`src/rtl/ysyx_23060203_lsu.sv`:
```
// ysyx_23060203_lsu: handshaked multi-cycle load/store unit between EXU and WBU.
// One transaction in flight; misaligned/illegal accesses answer with out_err_o and never reach memory.
module ysyx_23060203_lsu #(
    parameter int XLEN = 32,
    parameter int AW   = 32,
    localparam int SB  = XLEN / 8,
    localparam int OB  = $clog2(SB)
) (
    input  logic            clk,
    input  logic            rstn,
    input  logic            in_valid_i,
    output logic            in_ready_o,
    input  logic            in_wen_i,
    input  logic [2:0]      in_func_i,
    input  logic [AW-1:0]   in_addr_i,
    input  logic [XLEN-1:0] in_wdata_i,
    output logic            out_valid_o,
    input  logic            out_ready_i,
    output logic [XLEN-1:0] out_rdata_o,
    output logic            out_err_o,
    output logic            mem_valid_o,
    input  logic            mem_ready_i,
    output logic            mem_wen_o,
    output logic [AW-1:0]   mem_addr_o,
    output logic [XLEN-1:0] mem_wdata_o,
    output logic [SB-1:0]   mem_wstrb_o,
    input  logic            mem_rvalid_i,
    input  logic [XLEN-1:0] mem_rdata_i
);
    typedef enum logic [1:0] {IDLE, REQ, WAIT, RESP} state_t;

    state_t          state_q;
    logic            wen_q;
    logic [2:0]      func_q;
    logic [OB-1:0]   off_q;
    logic [AW-1:0]   addr_q;
    logic [XLEN-1:0] wdata_q;
    logic [SB-1:0]   wstrb_q;
    logic [XLEN-1:0] rdata_q;
    logic            err_q;

    logic [1:0]      size;
    logic [OB-1:0]   off_d;
    logic [7:0]      bmask;
    logic [2:0]      amask;
    logic            bad;
    logic [SB-1:0]   wstrb_d;
    logic [XLEN-1:0] wdata_d;
    logic [AW-1:0]   addr_d;
    logic [XLEN-1:0] sh;
    logic [XLEN-1:0] rdata_d;

    assign size    = in_func_i[1:0];
    assign off_d   = in_addr_i[OB-1:0];
    assign bmask   = size == 2'd0 ? 8'h01 : size == 2'd1 ? 8'h03 : size == 2'd2 ? 8'h0F : 8'hFF;
    assign amask   = 3'((4'd1 << size) - 4'd1);
    assign bad     = (XLEN == 32 && size == 2'd3) || (in_func_i[2] && in_wen_i) || |(in_addr_i[2:0] & amask);
    assign wstrb_d = in_wen_i ? SB'(bmask) << off_d : '0;
    assign wdata_d = in_wdata_i << {off_d, 3'b000};
    assign addr_d  = in_addr_i & ~AW'(SB - 1);

    // Load realignment uses the offset latched at accept time, not the live input.
    assign sh      = mem_rdata_i >> {off_q, 3'b000};
    assign rdata_d = wen_q ? '0 :
                     func_q[1:0] == 2'd0 ? (func_q[2] ? XLEN'(sh[7:0])  : XLEN'($signed(sh[7:0]))) :
                     func_q[1:0] == 2'd1 ? (func_q[2] ? XLEN'(sh[15:0]) : XLEN'($signed(sh[15:0]))) :
                     func_q[1:0] == 2'd2 ? (func_q[2] ? XLEN'(sh[31:0]) : XLEN'($signed(sh[31:0]))) : sh;

    always_ff @(posedge clk) begin
        if (!rstn) begin
            state_q <= IDLE;
            wen_q   <= 1'b0;
            func_q  <= '0;
            off_q   <= '0;
            addr_q  <= '0;
            wdata_q <= '0;
            wstrb_q <= '0;
            rdata_q <= '0;
            err_q   <= 1'b0;
        end else begin
            case (state_q)
                IDLE: if (in_valid_i) begin
                    func_q <= in_func_i;
                    off_q  <= off_d;
                    if (bad) begin
                        state_q <= RESP;
                        rdata_q <= '0;
                        err_q   <= 1'b1;
                    end else begin
                        state_q <= REQ;
                        wen_q   <= in_wen_i;
                        addr_q  <= addr_d;
                        wdata_q <= wdata_d;
                        wstrb_q <= wstrb_d;
                    end
                end
                REQ: if (mem_ready_i) state_q <= WAIT;
                WAIT: if (mem_rvalid_i) begin
                    state_q <= RESP;
                    rdata_q <= rdata_d;
                    err_q   <= 1'b0;
                end
                RESP: if (out_ready_i) state_q <= IDLE;
                default: state_q <= IDLE;
            endcase
        end
    end

    assign in_ready_o  = state_q == IDLE;
    assign mem_valid_o = state_q == REQ;
    assign out_valid_o = state_q == RESP;
    assign out_rdata_o = rdata_q;
    assign out_err_o   = err_q;
    assign mem_wen_o   = wen_q;
    assign mem_addr_o  = addr_q;
    assign mem_wdata_o = wdata_q;
    assign mem_wstrb_o = wstrb_q;
endmodule
```
`config.mk`:
```
export PLATFORM = sky130hd
export DESIGN_NAME = ysyx_23060203_lsu
export DESIGN_NICKNAME = d
export VERILOG_FILES = /design/src/rtl/ysyx_23060203_lsu.sv
export SDC_FILE = /design/constraint.sdc
export NUM_CORES = 1
export LEC_CHECK = 0
export ABC_AREA = 1
export CORE_UTILIZATION = 25
export DETAILED_ROUTE_END_ITERATION = 8
export SLEW_MARGIN = 20
export SYNTH_ARGS = -nofsm -noshare
export SYNTH_HDL_FRONTEND = slang
export SYNTH_SLANG_ARGS = --single-unit
```
`constraint.sdc`:
```
create_clock -name clk -period 2.4 [get_ports clk]
set_input_delay 0.48 -clock clk [delete_from_list [all_inputs] [get_ports clk]]
set_output_delay 0.48 -clock clk [all_outputs]
set_load 0.05 [all_outputs]
```
Yosys cells after proc, flatten, opt, wreduce, memory -nomap -nowiden
Index checks and enable logic that the tools add are counted.
{"block": "totals", "reg_bits": 107, "input_bits": 106}
{"block": "classes", "n_addsub": 1, "n_eq_ne": 11, "shifts": 4, "mux": 22, "n_bitwise": 2, "reduce_logical": 12}
{"cell": "2-to-1 mux 32 bit", "n": 8}
{"cell": "one-hot mux 32 bit (2 select lines)", "n": 1}
{"cell": "left shift 32 x 5 -> 32 bit", "n": 1}
{"cell": "right shift 32 x 5 -> 32 bit", "n": 1}
{"cell": "2-to-1 mux 4 bit", "n": 3}
{"cell": "2-to-1 mux 2 bit", "n": 5}
{"cell": "one-hot mux 2 bit (4 select lines)", "n": 1}
{"cell": "AND reduction 4 bit", "n": 2}
{"cell": "== test 2 x 1 -> 1 bit, second input constant", "n": 3}
{"cell": "== test 2 bit, second input constant", "n": 3}
{"cell": "zero test 2 bit", "n": 3}
{"cell": "!= test 2 x 1 -> 1 bit, second input constant", "n": 3}
{"cell": "!= test 2 bit, second input constant", "n": 2}
{"cell": "left shift 4 x 2 -> 4 bit", "n": 1}
{"cell": "bitwise AND 3 bit", "n": 1}
{"cell": "2-to-1 mux 1 bit", "n": 3}
{"cell": "AND reduction 3 bit", "n": 1}
{"cell": "OR reduction 3 bit", "n": 1}
{"cell": "left shift 1 x 2 -> 3 bit, first input constant", "n": 1}
{"cell": "subtractor 3 x 1 -> 3 bit, second input constant", "n": 1}
{"cell": "logical OR 1 bit", "n": 2}
{"cell": "one-hot mux 1 bit (2 select lines)", "n": 1}
{"cell": "AND reduction 2 bit", "n": 1}
{"cell": "nonzero test 2 bit", "n": 1}
{"cell": "other kinds (2)", "n": 2}

Longest topological paths before layout
Gate-level depths: netlist of run 1.
{"block": "logic_depth", "depth_word": 8, "depth_mapped": 13}

Worst setup path before layout of run 1
OpenSTA, ideal clock, no wires.
{"block": "synth_path", "path_kind": "reg2reg", "startpoint": "register state_q[0]", "endpoint": "register rdata_q[12] (netlist: out_rdata_o[12])", "setup_ns": 0.070, "t_arrival_ns": 1.955, "t_required_ns": 2.330, "setup_slack_ns": 0.375, "stages_incl_launch_ff": 10, "cell_sequence": "dfxtp_1 > inv_1 > ha_1 > buf_2 > nor2_1 > nor2_1 > a21boi_4 > buf_2 > nand3_1 > a21oi_1"}
{"block": "synth_via", "elab_chain_cells": 3}
{"element": "from (decl)", "line_no": "32", "rtl": "state_t state_q;"}
{"element": "from (signal assigned)", "line_no": "71", "rtl": "state_q <= IDLE;"}
{"element": "from (signal assigned)", "line_no": "86", "rtl": "state_q <= RESP;"}
{"element": "from (signal assigned)", "line_no": "90", "rtl": "state_q <= REQ;"}
{"element": "zero test 2 bit *"}
{"element": "net in_ready_o", "line_no": "12", "rtl": "output logic in_ready_o,"}
{"element": "!= test 2 x 1 -> 1 bit (no source line) (tied with other cells)"}
{"element": "AND reduction 4 bit (no source line)"}
{"element": "to (signal assigned)", "line_no": "100", "rtl": "rdata_q <= rdata_d;"}
{"element": "to (decl)", "line_no": "39", "rtl": "logic [XLEN-1:0] rdata_q;"}
Mark *: on every way through the listed nets, which the timed path passes. The rest lies on a longest branch.
A chain may end at the register's enable or synchronous reset.

Worst setup path after layout of run 1
{"block": "layout_path", "startpoint": "register state_q[1]", "endpoint": "output port mem_valid_o"}
{"block": "layout_via", "elab_chain_cells": 1}
{"element": "== test 2 x 1 -> 1 bit", "line_no": "110", "rtl": "assign mem_valid_o = state_q == REQ;"}
{"element": "to (decl)", "line_no": "21", "rtl": "output logic mem_valid_o,"}
No other way between the ends.

==> results of run 1 <==
[what timing repair did]
action,in CTS,in global routing
buffers inserted,0,0
hold buffers,0,0
gates resized for setup,0,2
endpoints found under the setup margin,0,40
[state kept, by name, summed over array words and instances (netlist names)]
name / count
func_q: 3
off_q: 2
mem_addr_o: 30
out_rdata_o: 32
out_err_o: 1
state_q: 2
mem_wen_o: 1
mem_wdata_o: 32
mem_wstrb_o: 4
[per-stage QoR]
| stage | hold WS [ns] | utilization (%) |
|---|---|---|
| floorplan | 0.450 | - |
| global placement | 0.450 | 37.9 |
| detailed placement | 0.453 | 37.9 |
| CTS | 0.464 | 39.4 |
| global route | 0.479 | 39.6 |
| finish | 0.461 | 39.6 |
[final cells by class]
class                           instances  area (µm²)
Clock buffer                           11         233
Fill cell                            2165       12400
Tap cell                              270         338
Clock inverter                          4        76.3
Timing Repair Buffer                  241        2440
Multi-Input combinational cell        584        2740
Sequential cell                       107        2140
Inverter                               37         139
[worst reg2reg max path, cell delays in order, from the launching register on]
cell and delay [ns]:
dfxtp_1 0.38, inv_1 0.10, ha_1 0.34, nand2_1 0.11
nand2_1 0.08, nor2_1 0.19, a21boi_4 0.23, buf_12 0.20
nand3_1 0.14, a21oi_1 0.15
[cells in the final DEF (no fill, tap or decap), types with 2 or more instances in the layout]
| cell type | netlist | routed |
|---|---|---|
| nand3_1 | 45 | 44 |
| nand3_2 | 1 | 2 |
| buf_12 | 0 | 8 |
| clkbuf_1 | 27 | 2 |
| clkbuf_16 | 0 | 10 |
| dfxtp_1 | 107 | 107 |
| buf_4 | 8 | 25 |
| nor2_2 | 3 | 3 |
| ha_1 | 6 | 6 |
| nand2_1 | 244 | 243 |
| clkdlybuf4s50_1 | 0 | 207 |
| or2_1 | 3 | 3 |
| inv_2 | 5 | 5 |
| nor2_1 | 50 | 50 |
| inv_1 | 32 | 32 |
| o21ai_0 | 68 | 68 |
| a31oi_1 | 7 | 7 |
| o211ai_1 | 10 | 10 |
| or2_2 | 7 | 7 |
| bufinv_16 | 0 | 2 |
| nand2_2 | 1 | 2 |
| a21oi_1 | 123 | 123 |
| or2_0 | 3 | 3 |
| mux2i_1 | 3 | 3 |
| conb_1 | 1 | 2 |
[routing by layer]
metal / global-route usage (%) / vias to the layer above
met5: 0 / -
met4: 4.69 / 0
met3: 5.31 / 20
met2: 28.1 / 179
met1: 19.7 / 2605
li1: - / 2958
[cells by family after synthesis]
group                      after synthesis  share of synthesized area [%]
AOI/OAI and AO/OA                      211                           21.0
adders and majority gates                6                           1.42
buffers and inverters                   97                           8.15
DFF                                    107                           40.4
muxes                                    3                          0.567
other                                    1                         0.0708
and+or+nand+nor                        362                           28.4
[worst min path at each step]
stage                         start               to  slack, ns  cells after the start
detailed placement  mem_wdata_o[15]  mem_wdata_o[15]       0.45                      2
finish               mem_addr_o[30]   mem_addr_o[30]       0.46                      2
floorplan                 func_q[0]        func_q[0]       0.45                      2
global placement     mem_addr_o[25]   mem_addr_o[25]       0.45                      2
global route        mem_wdata_o[14]  mem_wdata_o[14]       0.48                      2
CTS                 mem_wdata_o[15]  mem_wdata_o[15]       0.46                      2
[where the power goes]
part | total (mW) | internal, mW | switching, mW | leakage (nW)
clock | 1.61 | 0.913 | 0.693 | 0.146
combinational | 3.38 | 1.20 | 2.17 | 2.04
sequential | 2.15 | 2.00 | 0.148 | 0.868
total | 7.13 | 4.12 | 3.01 | 3.05
==> impl_metrics.py, run 1 <==
metrics = {
    "setup_path": {
        "cp.depth": 3,
        "worst-r2r-setup-slack_ns": 0.41,
        "crit_arrival_ns": 1.79,
        "startpoint": "state_q[1]",
        "path_cells": "inv_1 > ha_1 > clkdlybuf4s50_1",
        "crit_buf_inv": 2,
        "crit_end": "mem_valid_o",
        "slowest_delay_ns": 0.81,
        "reg2reg_depth": 9,
        "worstSetupEndpointType": "output port",
        "crit_family": "buffers and inverters",
        "r2r_start": "state_q[0]",
        "crit_fanout": 4,
        "cp-start-kind": "register",
        "crit_required_ns": 1.92,
        "rr_endpoint": "out_rdata_o[20]",
        "crit_slowest_cell": "clkdlybuf4s50_1",
        "crit_type": "register to output port",
    },
    "place": {
        "io_buffers": 208,
        "placed_cells": 1238,
        "placed_area_mm2": 0.00777,
        "dp_hpwl_um": 13400,
        "dp_slack_ns": -0.235,
        "place_congestion": 0.841,
    },
    "route": {
        "vias_per_cell": 4.59,
        "met3WireLength_um": 1410,
        "met1Wirelength_um": 7720,
        "wl_um": 18100,
        "route.vias.total": 5762,
        "dr.pass1.iters": 5,
        "drt_iter0_markers": 284,
        "route.detailed.drc": 0,
        "ant_nets": 0,
        "wl_per_cell_um": 14.4,
        "wl_met2_um": 8680,
        "highest_layer": "met4",
    },
    "yosys": {
        "ys_ff_latch": 107,
        "synth_edf_count": 0,
        "syn_area_mm2": 0.00530,
        "synth_area_leaders": "dfxtp_1 (40%), nand2_1 (17%), a21oi_1 (12%)",
        "syn_inst": 787,
        "ys.flop_type": "dfxtp_1",
        "yosysMostFrequentCell": "nand2_1",
        "seq_area_frac_synth_pct": 40.4,
        "async_flop_share_pct": 0,
        "syn-mean-instance-area_um2": 6.73,
        "synth_top_area_share_pct": 40.4,
        "yosys-top-cells-count": "nand2_1 (244), a21oi_1 (123), dfxtp_1 (107)",
        "ys_warn_count": 0,
        "synth.largest_area_cell": "dfxtp_1",
        "netlist-cell-type-count": 31,
    },
    "global_routing": {
        "grt_usage_pct": 16.5,
        "grt_max_degree": 63,
        "antenna_found_initial": 0,
        "grt_pass1_wl_um": 28200,
        "gr-total-overflow": 0,
        "grt_pass1_vias": 5392,
    },
    "die": {
        "io_pins": 211,
        "initial_core_util_pct": 25.9,
        "coreArea_mm2": 0.0205,
        "rows": 52,
        "die_y_um": 148,
        "die_x_um": 148,
        "die_area_mm2": 0.0218,
    },
    "clocking": {
        "htreeDepth": 3,
        "cts.sinks": 107,
        "clock_path_buffers": 2,
        "cts-root-buf": "clkbuf_16",
        "cts_tree": "yes",
        "cts_buffers": 9,
        "clock_latency_ns": 0.36,
        "clkTransAtPathRegs_ns": 0.07,
    },
    "pwr": {
        "p_total_mw": 7.13,
        "leakage_nw": 3.05,
        "p_per_area_mw_per_mm2": 880,
        "ir_worst_vdd_uv": 347,
    },
    "finish": {
        "final_nets": 1092,
        "num_antenna_cells": 0,
        "final_cells": 1254,
        "synthToLayoutAreaGrowth_pct": 53.0,
        "final_cell_area_mm2": 0.00811,
        "drive_above_1_share_pct": 7.11,
    },
    "timing": {
        "maxSlewHeadroom_pct": 61.9,
        "worstMarginPinSlew_ns": 0.569,
        "period_share_pct": 94.6,
        "clock.fmax_ghz": 0.440,
        "finalSetupTns_ns": 0,
        "fin_crit_ns": 2.27,
        "drv_slew": 0,
        "layout_setup_ws_ns": 0.129,
        "rsz0062_at_grt": "no",
        "hold_viol_final": 0,
        "clock_skew_ns": 0.00797,
        "setup_violations": 0,
    },
    "min_path": {
        "hold_path_class": "register to register",
    },
    "outcome": {
        "status": "finished clean",
    },
    "flow_run": {
        "cap_violations": 0,
    },
}
(Power assumes the default switching activity.)
==> run 2, diff against run 1 <==
--- a/config.mk
+++ b/config.mk
@@ -8,7 +8,8 @@
 export ABC_AREA = 1
 export CORE_UTILIZATION = 25
 export DETAILED_ROUTE_END_ITERATION = 8
-export SLEW_MARGIN = 20
+export REMOVE_ABC_BUFFERS = 1
+export SLEW_MARGIN = 15
 export SYNTH_ARGS = -nofsm -noshare
 export SYNTH_HDL_FRONTEND = slang
 export SYNTH_SLANG_ARGS = --single-unit
==> run 2 against run 1 <==
  * Final area about the same
  * Clock power shrank 4%
  * Worst setup slack lost 0.0018 ns
  * Register-to-register slack improved by 0.03 ns
  * Largest cell class unchanged
==> impl_metrics.py, run 2 (synthesized netlist as in run 1, its figures left out) <==
metrics = {
    "outcome": {
        "status": "finished clean",
    },
    "route": {
        "ant_nets": 0,
        "dr.pass1.iters": 5,
        "route.detailed.drc": 0,
        "vias_per_cell": 4.52,
        "drt_iter0_markers": 308,
        "wl_per_cell_um": 13.7,
        "route.vias.total": 5676,
        "wl_um": 17300,
    },
    "global_routing": {
        "grt_pass1_vias": 5260,
        "grt_max_degree": 48,
        "antenna_found_initial": 0,
        "grt_pass1_wl_um": 27300,
        "gr-total-overflow": 0,
        "grt_usage_pct": 15.7,
    },
    "finish": {
        "final_cells": 1256,
        "num_antenna_cells": 0,
        "regArea_mm2": 0.00214,
        "nFillCells": 2179,
        "drive_above_1_share_pct": 7.30,
        "final_nets": 1093,
        "final_cell_mix": "nand2_1 (244), clkdlybuf4s50_1 (207), a21oi_1 (123)",
        "multi_input_area_mm2": 0.00273,
        "final_common_cell": "nand2_1",
        "synthToLayoutAreaGrowth_pct": 53.1,
    },
    "setup_path": {
        "crit_required_ns": 1.92,
        "crit_arrival_ns": 1.79,
        "rr_endpoint": "out_rdata_o[17]",
        "worstSetupEndpointType": "output port",
        "crit_type": "register to output port",
        "r2r_start": "state_q[0]",
        "startpoint": "state_q[1]",
        "crit_fanout": 4,
        "reg2reg_depth": 9,
        "worst-r2r-setup-slack_ns": 0.44,
        "crit_end": "mem_valid_o",
        "cp-start-kind": "register",
    },
    "clocking": {
        "clock_path_buffers": 2,
        "clkTransAtPathRegs_ns": 0.08,
        "cts_buffers": 9,
        "clock_latency_ns": 0.36,
        "cts-root-buf": "clkbuf_16",
        "htreeDepth": 3,
        "postCtsSetupRepairBufs": 0,
        "cts_tree": "yes",
        "cts.sinks": 107,
    },
    "timing": {
        "drv_slew": 0,
        "maxSlewHeadroom_pct": 42.8,
        "rsz0062_at_grt": "no",
        "worstMarginPinSlew_ns": 0.855,
        "clock.fmax_ghz": 0.440,
        "fin_crit_ns": 2.27,
        "hold_viol_final": 0,
        "layout_setup_ws_ns": 0.128,
        "period_share_pct": 94.7,
        "setup_violations": 0,
        "clock_skew_ns": 0.0139,
    },
    "place": {
        "dp_hpwl_um": 12800,
        "dp_slack_ns": -0.204,
        "place_congestion": 0.848,
        "io_buffers": 208,
        "placed_cells": 1240,
    },
    "die": {
        "die_area_mm2": 0.0218,
        "coreArea_mm2": 0.0205,
        "rows": 52,
        "initial_core_util_pct": 25.9,
        "io_pins": 211,
        "die_x_um": 148,
        "die_y_um": 148,
    },
    "pwr": {
        "leakage_nw": 3.05,
        "p_per_area_mw_per_mm2": 854,
        "ir_worst_vdd_uv": 418,
    },
    "min_path": {
        "hold_path_class": "register to register",
    },
    "flow_run": {
        "cap_violations": 0,
    },
}
run 2: changes by cell type in the layout (fill, tap and decap cells not counted), moves of 2 or more:
cell / delta
clkinv_8: +3
bufinv_16: -2
clkbuf_1: -2
inv_8: +2
run 2: stage by stage:
stage / power, mW / instance area, µm² / setup TNS (ns) / hold slack (ns) / util [%]
floorplan: 4.14 / 5010 / -19.60 / 0.449 / -
global placement: 5.43 / 7790 / -10.34 / 0.451 / 38.0
detailed placement: 5.44 / 7790 / -13.08 / 0.454 / 38.0
CTS: 7.01 / 8110 / 0 / 0.466 / 39.6
global route: 7.39 / 8110 / 0 / 0.478 / 39.6
finish: 6.93 / 8110 / 0 / 0.464 / 39.6
run 2: power by group:
| group | switching [mW] | leakage [nW] | internal (mW) |
|---|---|---|---|
| clock network | 0.792 | 0.152 | 0.753 |
| logic | 2.08 | 2.03 | 1.16 |
| registers | 0.139 | 0.868 | 2.00 |
| total | 3.01 | 3.05 | 3.92 |
run 2: worst min path at each step:
stage	from	to	slack, ns	depth (start not counted)
global route	mem_wdata_o[7]	mem_wdata_o[7]	0.48	2
floorplan	func_q[0]	func_q[0]	0.45	2
detailed placement	mem_addr_o[26]	mem_addr_o[26]	0.45	2
finish	mem_addr_o[3]	mem_addr_o[3]	0.46	2
CTS	mem_addr_o[3]	mem_addr_o[3]	0.47	2
global placement	mem_addr_o[27]	mem_addr_o[27]	0.45	2
run 2: critical path, cell delays in order, from the launching register on:
cell and delay (ns):
dfxtp_1 0.35, inv_1 0.11, ha_1 0.18, clkdlybuf4s50_1 0.81
run 2: area by class of cell:
type | instances | share of cell area, %
multi-input combinational | 584 | 33.7
timing repair buffer | 242 | 30.2
sequential | 107 | 26.4
tap | 270 | 4.16
clock buffer | 9 | 2.78
inverter | 37 | 1.71
clock inverter | 7 | 1.09
run 2: per-layer routing:
metal / vias up / track usage (%) / wire length (µm)
met4: 0 / 4.18 / 129
met2: 184 / 25.6 / 7870
met3: 9 / 4.78 / 1500
met5: - / 0 / 0
li1: 2960 / - / -
met1: 2523 / 20.1 / 7760
run 2: what timing repair did:
action	4_1_cts	5_1_grt
resized for setup	0	1
setup endpoints to repair	0	2
endpoints found under the hold margin	0	0
hold buffers	0	0
==> edit (flow settings as in run 2) <==
Set the parameter `XLEN` to 64 (it was 32).
--- a/src/rtl/ysyx_23060203_lsu.sv
+++ b/src/rtl/ysyx_23060203_lsu.sv
@@ -1,7 +1,7 @@
 // ysyx_23060203_lsu: handshaked multi-cycle load/store unit between EXU and WBU.
 // One transaction in flight; misaligned/illegal accesses answer with out_err_o and never reach memory.
 module ysyx_23060203_lsu #(
-    parameter int XLEN = 32,
+    parameter int XLEN = 64,
     parameter int AW   = 32,
     localparam int SB  = XLEN / 8,
     localparam int OB  = $clog2(SB)
Ports: changed (5 resized); port bits go from 211 to 343. No check against the original RTL was run, so the function may have changed too.
==> edit against run 2 <==
  * Clock power up 86%
  * Core utilization shrank 1.4 points
  * Area after synthesis increased by 87%
  * Wire length increased by 140%
  * Power up 79%
  * Die area rose by 86%
  * Sequential share of layout area down 2.8 points
  * Cell area up 83%
  * Setup slack improved by 72 ps
  * Sequential cell count grew 68
==> edit: results (changes against run 2) <==
** Logic synthesis
- The synthesized-area fraction occupied by adder cells was 0.006308 (-0.007859).
- The commonest cells after synthesis are 513 x nand2_1, 204 x a21oi_1, 175 x dfxtp_1.
- The count of different cell masters after synthesis is 36 (+16%).
- Mux share of post-synthesis cell area :: 0.01817 (+0.01250)
- Area fraction in compound gates after synthesis :: 0.2064 (-0.003272)

** Placed design
- The post-placement cell area came to 0.01420 sq mm (+82%).
- The cell total after placement was 2393 (+93%).
- Final weighted congestion in routability-driven placement :: 0.8573 (+1.1%)
- The detailed placer's ending HPWL is 30.22 mm (+140%).
- Port Buf Inserts :: 339 (+63%)
- Post-place setup slack :: -320.2 ps (-116.6 ps)

** STA
- The maximum clock skew at final layout came to 9.317 ps (-4.580 ps).
- The relative slew slack was 0.5687 (+0.1410).
- The worst hold slack came to 462.4 ps (-1.152 ps).
- Peak Freq :: 0.4545 GHz (+3.3%)

** GRT
- Vias in the first global route :: 11320 (+120%)
- The overall global routing resource usage came to 0.1986 (+0.04115).
- The met2 capacity usage during global routing is 0.3240 (+0.06766).
- The met3 usage in global routing was 0.06220 (+0.01436).
- The number of antenna violations at the first check in global routing was 3 (+3).
- The global routing met1 resource utilization came to 0.2491 (+0.04810).
- The pin count of the biggest net entering global routing came to 55 (+15%).
- First-pass GRT wire length :: 63.42 mm (+130%)

** Routing
- Number of vias in the routed layout :: 11870 (+110%)
- DRT iter0 DRCs :: 674 (+120%)
- The total routed wire length on the met1 layer came to 17.70 mm (+130%).
- The routed wire length on met3 came to 4.123 mm (+170%).
- Final Routed Wirelength :: 41.20 mm (+140%)
- Detailed route wirelength on metal2 :: 18.72 mm (+140%)
- Top routing layer in use :: met5

** Power and ir drop
- Internal cell power :: 6.926 mW (+77%)
- The largest vdd supply drop is 0.5745 mV (+37%).
- Seq group :: 3.49 mW (+63%)

** Layout
- The final-stage net count was 2073 (+90%).
- The fraction of layout cells with a size suffix above 1 came to 0.08010 (+0.007082).
- The non-filler instance count after layout was 2428 (+93%).

** Clocking
- Inserted Clock Buffers :: 17 (+8)
- The number of H-tree levels was 4 (+1).
- The clock latency reported for the late side of the worst-skew pair came to 450 ps (+90 ps).

** Worst setup path
- The flop-to-flop setup slack was 290 ps (-150 ps).
- The maximum fanout along the worst path was 16 (+12).
- In this run the worst setup path begins at in_func_i[0].
- Highest cell delay on the worst timing path :: 450 ps (-360 ps)
- Number of cells traversed by the worst register-to-register path :: 12 (+3)
- The data arrival time at the worst-slack endpoint was 2580 ps (+790 ps).

** Outcome
- The flow ran to the end, and the final reports show no timing, DRC or antenna violations.

** Hold path
- Capture endpoint of the worst hold path :: mem_wdata_o[50]$_SDFFE_PN0P_
## edit: changes by cell type in the layout (fill, tap and decap cells not counted), moves of 22 or more
cell / before / now
clkdlybuf4s50_1: 207 / 333
o21ai_0: 68 / 116
o211ai_1: 10 / 32
dfxtp_1: 107 / 173
inv_1: 32 / 69
buf_4: 26 / 68
nand2_1: 244 / 512
nor2_1: 50 / 113
nand3_1: 45 / 142
a21oi_1: 123 / 204
## edit: what timing repair did
item	in CTS	in global routing
hold buffers	0	0
endpoints found under the setup margin	0	47
gates resized for setup	0	5
buffers inserted	0	2
## edit: cell type report
cell class	count	area, sq um
Multi-Input combinational cell	1201	5562
Tap cell	518	648.1
Timing Repair Buffer	424	4269
Fill cell	4137	24050
Clock inverter	11	131.4
Inverter	79	299.0
Sequential cell	175	3506
Clock buffer	20	456.7
## edit: tightest hold or removal path, cell delays in order (launching register included)
cell and delay, ps:
dfxtp_1 310, nand2_1 60, a21oi_1 50
